[config.mk]
export PLATFORM = sky130hd
export DESIGN_NAME = i2s_receiver
export DESIGN_NICKNAME = d
export VERILOG_FILES = /design/src/rtl/i2s_receiver.sv
export SDC_FILE = /design/constraint.sdc
export NUM_CORES = 1
export LEC_CHECK = 0
export ABC_AREA = 1
export CAP_MARGIN = 5
export CORE_ASPECT_RATIO = 1.2
export CORE_MARGIN = 1.5
export CORE_UTILIZATION = 45
export DETAILED_ROUTE_END_ITERATION = 8
export DONT_BUFFER_PORTS = 1
export PLACE_DENSITY = 0.58
export SLEW_MARGIN = 20
export SYNTH_ARGS = -nofsm -noshare
export SYNTH_HDL_FRONTEND = slang
export SYNTH_SLANG_ARGS = --single-unit
[constraint.sdc]
create_clock -name clk_i -period 2.95 [get_ports clk_i]
set_clock_uncertainty 0.05 [all_clocks]
set_input_delay 0.1475 -clock clk_i [delete_from_list [all_inputs] [get_ports clk_i]]
set_output_delay 0.1475 -clock clk_i [all_outputs]
set_load 0.01 [all_outputs]
[src/rtl/i2s_receiver.sv]
// ---------------------------------------------------------------------------
// i2s_receiver
//
// ADC-side I2S slave receiver. BCLK, LRCLK and SDATA are oversampled in the
// clk_i domain through 3-flop chains. One left/right sample pair is
// deserialized per frame and presented with a one-cycle valid pulse.
//
// Parameters:
//   DATA_WIDTH  bits captured per channel, MSB first (1..32)
//   I2S_FORMAT  "True" = I2S (MSB one BCLK after LRCLK edge),
//               anything else = left-justified (MSB on first BCLK)
//
// Ports:
//   clk_i       system clock (>= 8x BCLK)
//   rst_n_i     asynchronous active-low reset
//   bclk_i      I2S bit clock (asynchronous)
//   lrclk_i     I2S word select (asynchronous), 0 = left, 1 = right
//   sdata_i     serial data (asynchronous)
//   err_clr_i   synchronous clear of err_o
//   left_o      last complete left sample
//   right_o     last complete right sample
//   data_o      mono word for the downstream transmitter
//   data_val_o  one-cycle pulse; left_o/right_o/data_o updated this cycle
//   err_o       sticky framing error (short or long word)
//
// Configuration macro:
//   I2S_RX_MONO_SUM_EN  defined: data_o = (left + right) >>> 1
//                       undefined: data_o = left_o
// ---------------------------------------------------------------------------
module i2s_receiver #(
  parameter int DATA_WIDTH = 16,
  parameter     I2S_FORMAT = "True"
) (
  input  logic                  clk_i,
  input  logic                  rst_n_i,
  input  logic                  bclk_i,
  input  logic                  lrclk_i,
  input  logic                  sdata_i,
  input  logic                  err_clr_i,
  output logic [DATA_WIDTH-1:0] left_o,
  output logic [DATA_WIDTH-1:0] right_o,
  output logic [DATA_WIDTH-1:0] data_o,
  output logic                  data_val_o,
  output logic                  err_o
);

  localparam bit         IS_I2S    = (I2S_FORMAT == "True");
  localparam logic [5:0] DW6       = 6'(DATA_WIDTH);
  localparam logic [5:0] LAST_SLOT = IS_I2S ? DW6 : (DW6 - 6'd1);

  typedef enum logic [1:0] {SYNC, LEFT, RIGHT} state_t;

  logic [2:0]            bclk_d;
  logic [2:0]            lrclk_d;
  logic [2:0]            sdata_d;

  state_t                state, state_n;
  logic [5:0]            slot_cnt, slot_n;
  logic [5:0]            bit_cnt, bcnt_n;
  logic [DATA_WIDTH-1:0] shift_q, shift_n;
  logic [DATA_WIDTH-1:0] shadow_q, shadow_n;
  logic [DATA_WIDTH-1:0] left_n, right_n, data_n;
  logic                  val_n;
  logic                  err_set;

  logic [5:0]            s_slot, s_bcnt;
  logic [DATA_WIDTH-1:0] s_shift, padded, word;

  logic bclk_rise, lr_rise, lr_fall, lr_edge;

  // Slot positions that carry payload bits for the selected format.
  function automatic logic in_window(input logic [5:0] s);
    if (IS_I2S) return (s >= 6'd1) && (s <= DW6);
    else        return (s < DW6);
  endfunction

`ifdef I2S_RX_MONO_SUM_EN
  // Sum at DATA_WIDTH+1 bits, halve arithmetically, keep the low DATA_WIDTH.
  function automatic logic [DATA_WIDTH-1:0] mono_mix(
    input logic signed [DATA_WIDTH-1:0] l,
    input logic signed [DATA_WIDTH-1:0] r
  );
    logic signed [DATA_WIDTH:0] sum;
    sum = $signed({l[DATA_WIDTH-1], l}) + $signed({r[DATA_WIDTH-1], r});
    return sum[DATA_WIDTH:1];
  endfunction
`endif

  // Input synchronizer stage: edges decoded on the two oldest taps.
  always_ff @(posedge clk_i or negedge rst_n_i) begin
    if (!rst_n_i) begin
      bclk_d  <= '0;
      lrclk_d <= '0;
      sdata_d <= '0;
    end else begin
      bclk_d  <= {bclk_d[1:0],  bclk_i};
      lrclk_d <= {lrclk_d[1:0], lrclk_i};
      sdata_d <= {sdata_d[1:0], sdata_i};
    end
  end

  assign bclk_rise = (bclk_d[2:1]  == 2'b01);
  assign lr_rise   = (lrclk_d[2:1] == 2'b01);
  assign lr_fall   = (lrclk_d[2:1] == 2'b10);
  assign lr_edge   = lr_rise | lr_fall;

  // Frame decode: an LRCLK edge is handled first, so a coincident BCLK rise
  // is evaluated against the freshly cleared slot/shift state (slot 0).
  always_comb begin
    state_n  = state;
    slot_n   = slot_cnt;
    bcnt_n   = bit_cnt;
    shift_n  = shift_q;
    shadow_n = shadow_q;
    left_n   = left_o;
    right_n  = right_o;
    data_n   = data_o;
    val_n    = 1'b0;
    err_set  = 1'b0;
    s_slot   = slot_cnt;
    s_bcnt   = bit_cnt;
    s_shift  = shift_q;
    word     = '0;
    // Zero-pad the missing LSBs of a word cut short by an LRCLK edge.
    padded   = shift_q << (DW6 - bit_cnt);

    if (lr_edge) begin
      if (state != SYNC && bit_cnt != DW6) begin
        err_set = 1'b1;
        if (state == LEFT) begin
          shadow_n = padded;
        end else begin
          left_n  = shadow_q;
          right_n = padded;
          val_n   = 1'b1;
        end
      end
      if (lr_fall)             state_n = LEFT;
      else if (state == LEFT)  state_n = RIGHT;
      s_slot  = '0;
      s_bcnt  = '0;
      s_shift = '0;
      slot_n  = '0;
      bcnt_n  = '0;
      shift_n = '0;
    end

    if (bclk_rise && state_n != SYNC) begin
      slot_n = (s_slot == 6'd63) ? s_slot : (s_slot + 6'd1);
      // Reaching slot 33 means more BCLKs than any legal channel carries.
      if (s_slot == 6'd32) err_set = 1'b1;
      if (in_window(s_slot)) begin
        word    = (s_shift << 1) | DATA_WIDTH'(sdata_d[2]);
        shift_n = word;
        bcnt_n  = s_bcnt + 6'd1;
        if (s_slot == LAST_SLOT) begin
          if (state_n == LEFT) begin
            shadow_n = word;
          end else begin
            left_n  = shadow_n;
            right_n = word;
            val_n   = 1'b1;
          end
        end
      end
    end

    if (val_n) begin
`ifdef I2S_RX_MONO_SUM_EN
      data_n = mono_mix(left_n, right_n);
`else
      data_n = left_n;
`endif
    end
  end

  // Registered state and outputs.
  always_ff @(posedge clk_i or negedge rst_n_i) begin
    if (!rst_n_i) begin
      state      <= SYNC;
      slot_cnt   <= '0;
      bit_cnt    <= '0;
      shift_q    <= '0;
      shadow_q   <= '0;
      left_o     <= '0;
      right_o    <= '0;
      data_o     <= '0;
      data_val_o <= 1'b0;
      err_o      <= 1'b0;
    end else begin
      state      <= state_n;
      slot_cnt   <= slot_n;
      bit_cnt    <= bcnt_n;
      shift_q    <= shift_n;
      shadow_q   <= shadow_n;
      left_o     <= left_n;
      right_o    <= right_n;
      data_o     <= data_n;
      data_val_o <= val_n;
      if (err_set)        err_o <= 1'b1;
      else if (err_clr_i) err_o <= 1'b0;
    end
  end

endmodule

==> impl_results.rst, run 1 <==
.. list-table::
   :header-rows: 1

   * - Metric
     - Value
   * - Fraction of layout cells with a size suffix above 1
     - 10.4%
   * - Worst path buffer plus inverter count
     - 3
   * - EDFF count, synth
     - 0
   * - Sum of net half-perimeters after detailed placement
     - 11300 um
   * - Kind of path behind the tightest hold check
     - in2reg
   * - Reg2Reg Setup Slack
     - 260 ps
   * - Power density of the placed cells
     - between 700 and 800 mW/mm^2
   * - Via count of the first global-routing pass
     - 4614
   * - Critical path fanouts, max
     - 19
   * - Post-synthesis net count
     - just over 700
   * - CTS root buffer
     - clkbuf_16
   * - Post-route DRC violation count
     - 0
   * - Non-Filler Instances
     - roughly 860
   * - Synthesized area per cell
     - roughly 7.9 um^2
   * - Number of pins exceeding their max-slew limit in the final report
     - 0
   * - Final weighted congestion in routability-driven placement
     - 0.942
   * - Yosys reg bits
     - approximately 110
   * - Required time of the worst setup path
     - between 3000 and 4000 ps
   * - Number of inserted filler cells in the final layout
     - ~1200
   * - Element type at the critical path end
     - register
   * - Unrepaired setup endpoints after global routing
     - no
   * - Number of buffers inserted during clock tree synthesis
     - 9
   * - Pwr Total
     - 4.82 mW
   * - Die ar.
     - 0.0129 mm^2
   * - Crit Path Class
     - reg2reg
   * - Cell area after synthesis
     - 0.00550 mm^2
   * - Result of the run
     - complete, no violations
   * - Highest-delay cell along the critical path
     - nor4b_1
   * - Leakage dissipation
     - 3.01 nW
   * - Post-layout util
     - 50.3%
   * - H-tree Lvls
     - 3
   * - Insertion delay to the later sink of the worst-skew pair
     - about 360 ps
   * - Worst supply voltage drop on vdd
     - 0.353 mV
   * - Setup TNS after final layout
     - 0 ps
   * - TritonCTS clock tree
     - done
   * - Delay of the slowest cell on the worst path
     - 420 ps
   * - First-pass GRT wire length
     - 24700 um
   * - Nets
     - 711
   * - Worst reg2reg path startpoint
     - lrclk_d[1]
   * - Effective utilization at floorplan
     - a little under half
   * - Number of setup violations in the final report
     - 0
   * - DRT Wirelength
     - 15500 um
   * - Iteration-0 DRC Markers
     - 301
   * - Share of the yosys chip area belonging to registers
     - between 40% and 50%
   * - Max Cap Violations
     - 0
   * - Antenna diode count
     - 0
   * - Chain of cells forming the critical path
     - inv_1 > ha_1 > nand2_1 > inv_1 > ha_1 > nor4b_1 > a211oi_1 > nand2_1 > inv_2 > nand2_4 > nand3_1 > o21ai_1
   * - Instance count along the most critical hold path
     - 1
   * - Area grow syn2layout
     - 9.90%
   * - Number of failing hold endpoints at the final stage
     - 0
   * - Die H
     - 124 um
   * - Async SR Flop Fraction
     - 100%
   * - Top achievable clock speed
     - 371 MHz
   * - Worst Setup Slack, final
     - 257 ps
   * - Family of cells with the greatest summed delay on the critical path
     - simple AND/OR/NAND/NOR gates
   * - Main synth FF type
     - dfrtp_1
   * - Number of antenna violations at the first check in global routing
     - 0
   * - Number of ports placed on the die boundary
     - 56
   * - Die extent in x
     - 104 um
   * - Hold EP
     - bclk_d[0]
   * - Placeable Area
     - 0.0120 mm^2
   * - Slew margin rel.
     - 56.5%
   * - Worst Min Path Start
     - bclk_i
   * - Post-Place Setup Slack
     - ~110 ps
   * - Number of standard cells after synthesis
     - 697
   * - Routed wire per std cell
     - 18.0 um
   * - Clock net sink count
     - about 110
   * - Clock transition at the registers of the reported paths
     - roughly 70 ps
   * - Port bufs
     - 0
   * - Max Buffers Root-to-Sink
     - 2
   * - Smallest hold slack
     - a little under 300 ps
   * - Standard-cell row count
     - 44
   * - Transition at the pin with the smallest max-transition slack
     - 647 ps
   * - Antenna Violating Nets Remaining
     - 0
   * - Portion of the clock cycle consumed by the worst path in the final layout
     - around nine tenths
   * - Critical register-to-register path endpoint
     - shadow_q[7]
   * - GR Util All Layers
     - 24.9%
   * - DR vias
     - 4854
   * - Min Clock Period, post-route
     - 2690 ps
   * - Instance area at placement
     - 0.00564 mm^2
   * - Reg2reg path depth
     - 12
   * - Vias per Instance
     - roughly 5.6
   * - Layout Cell Area excl Fill
     - approximately 0.006 mm^2
   * - Arrival time worst endpoint
     - 2930 ps
   * - Netlist cell types
     - 41
   * - Number of iterations in the first detailed-routing pass
     - 6
   * - Number of warnings reported in the yosys synthesis log
     - 0
   * - Global route total overflow
     - 0
   * - Number of placed cells counting well taps
     - 840
   * - Critical Path Start Type
     - register
   * - Pin count of the biggest net entering global routing
     - 106
## routing by layer
metal	global-route usage, %	wire length, um	vias to the layer above
met5	0	0	-
met2	43.4	7770	131
met4	11.6	475	0
li1	-	-	2328
met1	30.8	6690	2365
met3	3.45	579	30
## synth_stat cells (2+ instances only)
master | number | area share [%]
nand4_1 | 19 | 2.2
o21ai_0 | 31 | 2.8
ha_1 | 7 | 1.6
a21o_1 | 2 | 0.27
nor3_1 | 6 | 0.55
clkbuf_1 | 7 | 0.48
a22oi_1 | 7 | 0.96
dfrtp_1 | 105 | 48
buf_4 | 3 | 0.41
o21ai_1 | 23 | 2.1
inv_2 | 13 | 0.89
o211ai_1 | 7 | 0.96
or2_2 | 10 | 1.1
xor2_1 | 3 | 0.48
inv_1 | 56 | 3.8
nand2_2 | 4 | 0.46
nand3_2 | 2 | 0.36
nand2_1 | 196 | 13
nor2_1 | 14 | 0.96
o22ai_1 | 8 | 0.91
a21oi_1 | 18 | 1.6
nand3_1 | 109 | 9.9
o221ai_1 | 3 | 0.48
a32oi_1 | 2 | 0.32
a31oi_1 | 2 | 0.23
buf_6 | 2 | 0.41
xnor2_1 | 3 | 0.48
buf_2 | 20 | 1.8
buf_1 | 3 | 0.20
## cell type report
type,instances,area (um^2),share of cell area (%)
clock buffer,9,225,3.73
clock inverter,7,65.1,1.08
inverter,70,265,4.39
multi-input combinational,487,2430,40.3
sequential,105,2630,43.5
tap,161,201,3.34
timing repair buffer,25,220,3.65
## worst max-delay path by stage
stage          startpoint          end  slack, ps  depth (start not counted)
6_report       lrclk_d[1]  shadow_q[7]        260                         12
5_1_grt        lrclk_d[1]   data_o[10]         20                         15
4_1_cts        lrclk_d[1]   data_o[10]         90                         15
3_5_place_dp   lrclk_d[1]   data_o[10]        110                         15
3_3_place_gp   lrclk_d[1]    data_o[8]        240                         15
2_1_floorplan  bit_cnt[0]   left_o[11]        390                         16
## cell families after synthesis
family / Yosys count / share of synthesized area, %
xor gates and xnor gates: 6 / 0.956
buffers and inverters: 105 / 8.11
and+or+nand+nor: 367 / 30.2
adders and majority gates: 7 / 1.59
AOI/OAI and AO/OA: 107 / 11.3
DFF: 105 / 47.8
## state kept, by name, summed over array words and instances, names as in the netlist, 2 cells and up
signal and cells:
bclk_d 3, right_o 16, data_o 16, lrclk_d 3
state 2, shift_q 16, shadow_q 16, left_o 16
sdata_d 3, slot_cnt 6, bit_cnt 6
## cell usage in the layout (no fill, tap or decap), drive strengths merged
| master | netlist | routed |
|---|---|---|
| a31oi | 2 | 2 |
| inv | 69 | 71 |
| o22ai | 8 | 8 |
| a211oi | 1 | 1 |
| o21bai | 1 | 1 |
| a22oi | 8 | 8 |
| nand4 | 19 | 19 |
| nand2 | 201 | 201 |
| clkinvlp | 0 | 1 |
| nor4 | 1 | 1 |
| or2 | 10 | 10 |
| a32oi | 2 | 2 |
| dlygate4sd3 | 0 | 5 |
| clkbuf | 7 | 9 |
| a21oi | 18 | 18 |
| o221ai | 3 | 3 |
| o21ai | 54 | 54 |
| nor3 | 8 | 8 |
| o31ai | 1 | 1 |
| xor2 | 3 | 3 |
| buf | 28 | 20 |
| xnor2 | 3 | 3 |
| dfrtp | 105 | 105 |
| o211ai | 7 | 7 |
| clkinv | 1 | 5 |
| a21o | 2 | 2 |
| nor4b | 1 | 1 |
| ha | 7 | 7 |
| nor2 | 16 | 16 |
| nand3 | 111 | 111 |
## report_power, final
group | switching, mW | internal (mW) | total (mW) | leakage [nW]
clock | 0.591 | 0.590 | 1.18 | 0.142
combinational | 0.875 | 0.507 | 1.38 | 1.52
sequential | 0.407 | 1.85 | 2.25 | 1.34
total | 1.87 | 2.94 | 4.82 | 3.01
## worst reg2reg max path, delay by kind of cell, from the launching register on
kind | cells | cell delay (ps)
simple gates | 5 | 1140
buf+inv | 3 | 330
flops | 1 | 340
fa+ha+maj | 2 | 560
compound gates | 2 | 180
## timing repair
action	in CTS	in global routing
resized for setup	0	5
hold buffers	6	0
setup endpoints to repair	0	39
setup buffers	0	2
hold endpoints to repair	109	0
No activity file was read; power rests on OpenSTA's default activity.
==> run 2, diff against run 1 <==
--- a/config.mk
+++ b/config.mk
@@ -6,13 +6,13 @@
 export NUM_CORES = 1
 export LEC_CHECK = 0
 export ABC_AREA = 1
+export BUFFER_PORTS_ARGS = -buffer_cell sky130_fd_sc_hd__buf_2
 export CAP_MARGIN = 5
 export CORE_ASPECT_RATIO = 1.2
 export CORE_MARGIN = 1.5
 export CORE_UTILIZATION = 45
 export DETAILED_ROUTE_END_ITERATION = 8
-export DONT_BUFFER_PORTS = 1
-export PLACE_DENSITY = 0.58
+export PLACE_DENSITY = 0.62
 export SLEW_MARGIN = 20
 export SYNTH_ARGS = -nofsm -noshare
 export SYNTH_HDL_FRONTEND = slang
==> constraint.sdc (replaced) <==
create_clock -name clk_i -period 3.25 [get_ports clk_i]
set_clock_uncertainty 0.05 [all_clocks]
set_input_delay 0.1625 -clock clk_i [delete_from_list [all_inputs] [get_ports clk_i]]
set_output_delay 0.1625 -clock clk_i [all_outputs]
set_load 0.01 [all_outputs]
==> impl_results.rst, run 2 (synthesized netlist as in run 1, its figures left out) <==
.. list-table::
   :header-rows: 1

   * - Metric
     - Value
   * - Via count of the first global-routing pass
     - 4818 (+4.4%)
   * - Delay of the slowest cell on the worst path
     - 500 ps (+80 ps)
   * - Vias per Instance
     - 5.50 (-2.2%)
   * - Pin count of the biggest net entering global routing
     - 68 (-36%)
   * - Number of pins exceeding their max-slew limit in the final report
     - 0 (unchanged)
   * - CTS root buffer
     - clkbuf_16
   * - GR Util All Layers
     - 24.7% (-0.17 points)
   * - Iteration-0 DRC Markers
     - 434 (+44%)
   * - Number of iterations in the first detailed-routing pass
     - 5 (-1)
   * - Worst path buffer plus inverter count
     - 3 (unchanged)
   * - Top achievable clock speed
     - 344 MHz (-7.4%)
   * - Instance count along the most critical hold path
     - 2 (+1)
   * - Global route total overflow
     - 0 (unchanged)
   * - Effective utilization at floorplan
     - 45.8% (unchanged)
   * - Chain of cells forming the critical path
     - inv_1 > ha_1 > nand2_1 > ha_1 > nand3_1 > a211oi_1 > nand2_1 > nor2_2 > inv_1 > o21ai_1 > inv_2 > o21ai_1
   * - TritonCTS clock tree
     - done
   * - Die H
     - 124 um (unchanged)
   * - Port bufs
     - 55 (+55)
   * - Worst Setup Slack, final
     - 340 ps (+83.3 ps)
   * - Post-route DRC violation count
     - 0 (unchanged)
   * - Highest-delay cell along the critical path
     - nor2_2
   * - Most common cell after layout, fill and taps aside
     - nand2_1
   * - H-tree Lvls
     - 3 (unchanged)
   * - Element type at the critical path end
     - register
   * - Number of setup violations in the final report
     - 0 (unchanged)
   * - Post-Place Setup Slack
     - 41.5 ps (-66.3 ps)
   * - Number of ports placed on the die boundary
     - 56 (unchanged)
   * - Met3 Usage GRT
     - 2.62% (-0.84 points)
   * - Portion of the clock cycle consumed by the worst path in the final layout
     - 89.5% (-1.8 points)
   * - Insertion delay to the later sink of the worst-skew pair
     - 340 ps (-20 ps)
   * - Stages on the worst setup path
     - 12 (unchanged)
   * - Transition at the pin with the smallest max-transition slack
     - 859 ps (+212 ps)
   * - DRT Wirelength
     - 15500 um (-0.24%)
   * - Smallest hold slack
     - 35.4 ps (-256 ps)
   * - Antenna Violating Nets Remaining
     - 0 (unchanged)
   * - Leading cell types in the layout, fill and taps excluded
     - 196 x nand2_1, 109 x nand3_1, 105 x dfrtp_1
   * - Sum of net half-perimeters after detailed placement
     - 11300 um (+0.45%)
   * - Die ar.
     - 0.0129 mm^2 (unchanged)
   * - Area grow syn2layout
     - 13.7%
   * - Placeable Area
     - 0.0120 mm^2 (unchanged)
   * - Arrival time worst endpoint
     - 3130 ps (+200 ps)
   * - Power density of the placed cells
     - 736 mW/mm^2 (-7.7%)
   * - First-pass GRT wire length
     - 24900 um (+0.78%)
   * - Result of the run
     - complete, no violations
   * - Number of failing hold endpoints at the final stage
     - 0 (unchanged)
   * - Max Buffers Root-to-Sink
     - 2 (unchanged)
   * - Number of inserted filler cells in the final layout
     - 1178 (-3.4%)
   * - Standard-cell row count
     - 44 (unchanged)
   * - Routed wire per std cell
     - 17.0 um (-5.4%)
   * - Met1 Use GR
     - 31.6% (+0.71 points)
   * - Kind of path behind the tightest hold check
     - in2reg
   * - Reg2reg path depth
     - 12 (unchanged)
   * - Nets
     - 758 (+6.6%)
   * - Critical Path Start Type
     - register
   * - Family of cells with the greatest summed delay on the critical path
     - simple AND/OR/NAND/NOR gates
   * - Critical path fanouts, max
     - 11 (-8)
   * - Number of buffers inserted during clock tree synthesis
     - 9 (unchanged)
   * - Fraction of layout cells with a size suffix above 1
     - 15.9% (+5.5 points)
   * - DR vias
     - 5008 (+3.2%)
   * - Leakage dissipation
     - 3.21 nW (+6.6%)
   * - Worst supply voltage drop on vdd
     - 0.301 mV (-15%)
   * - Final weighted congestion in routability-driven placement
     - 0.951 (+0.94%)
   * - Max Cap Violations
     - 0 (unchanged)
   * - Setup TNS after final layout
     - 0 ps (unchanged)
   * - Layer with the highest usage
     - met2
   * - Min Clock Period, post-route
     - 2910 ps (+217 ps)
   * - Antenna diode count
     - 0 (unchanged)
   * - Global-route met2 utilization
     - 41.5% (-1.9 points)
   * - Reg2Reg Setup Slack
     - 340 ps (+80 ps)
   * - Die extent in x
     - 104 um (unchanged)
   * - Unrepaired setup endpoints after global routing
     - no
   * - Number of antenna violations at the first check in global routing
     - 0 (unchanged)
   * - Crit Path Class
     - reg2reg
   * - Required time of the worst setup path
     - 3470 ps (+290 ps)
   * - Clock transition at the registers of the reported paths
     - 70 ps (about the same)
   * - Slew margin rel.
     - 42.7% (-14 points)
   * - Clock net sink count
     - 105 (unchanged)
run 2: cell count changes in the layout (fill, tap and decap cells not counted), moves of 2 or more:
cell	before	now
buf_4	19	13
inv_8	2	0
inv_6	0	2
buf_2	0	54
run 2: final cells by class:
cell class	instances	area [um^2]	share of cell area, %
clock buffers	10	229	3.66
clock inverters	6	76.3	1.22
inverters	70	263	4.20
multi-input cells	487	2420	38.8
flip-flops and latches	105	2630	42.0
well taps	161	201	3.22
repair buffers	72	428	6.85
run 2: power by group:
part / switching (mW) / internal [mW] / total (mW)
clock network: 0.493 / 0.609 / 1.10
registers: 0.200 / 1.68 / 1.88
logic: 1.00 / 0.620 / 1.62
run 2: what timing repair did:
item / CTS / global route
hold endpoints to repair: 69 / 0
buffers inserted: 0 / 0
hold buffers: 4 / 0
setup endpoints to repair: 0 / 13
gates resized for setup: 0 / 1
run 2: worst register-to-register path, cell delays in order, from the launching register on:
cell	delay, ps
dfrtp_1	340
inv_1	40
ha_1	410
nand2_1	230
ha_1	180
nand3_1	140
a211oi_1	290
nand2_1	150
nor2_2	500
inv_1	200
o21ai_1	200
inv_2	50
o21ai_1	60
run 2: worst paths after layout:
| check | from | to |
|---|---|---|
| setup / recovery | lrclk_d[1] | left_o[0] |
| setup reg to reg | lrclk_d[1] | left_o[0] |
| hold / removal | err_clr_i | err_o |
| hold reg to reg | sdata_d[0] | sdata_d[1] |
| max in group asynchronous | rst_n_i | bit_cnt[3] |
| min in group asynchronous | rst_n_i | data_o[4] |
run 2: stage by stage:
step                utilization, %  power [mW]  cell area (um^2)  std cells
finish                        52.1        4.60              6250        911
global route                  52.1        4.93              6250        911
floorplan                        -        2.96              5500        697
CTS                           52.1        4.63              6250        911
detailed placement            49.2        3.52              5900        891
global placement              49.2        3.49              5900        891
run 2: metal layers:
metal	up-vias	wire [um]
met5	-	0
met4	0	768
met3	37	661
met2	171	7320
met1	2376	6720
li1	2424	-
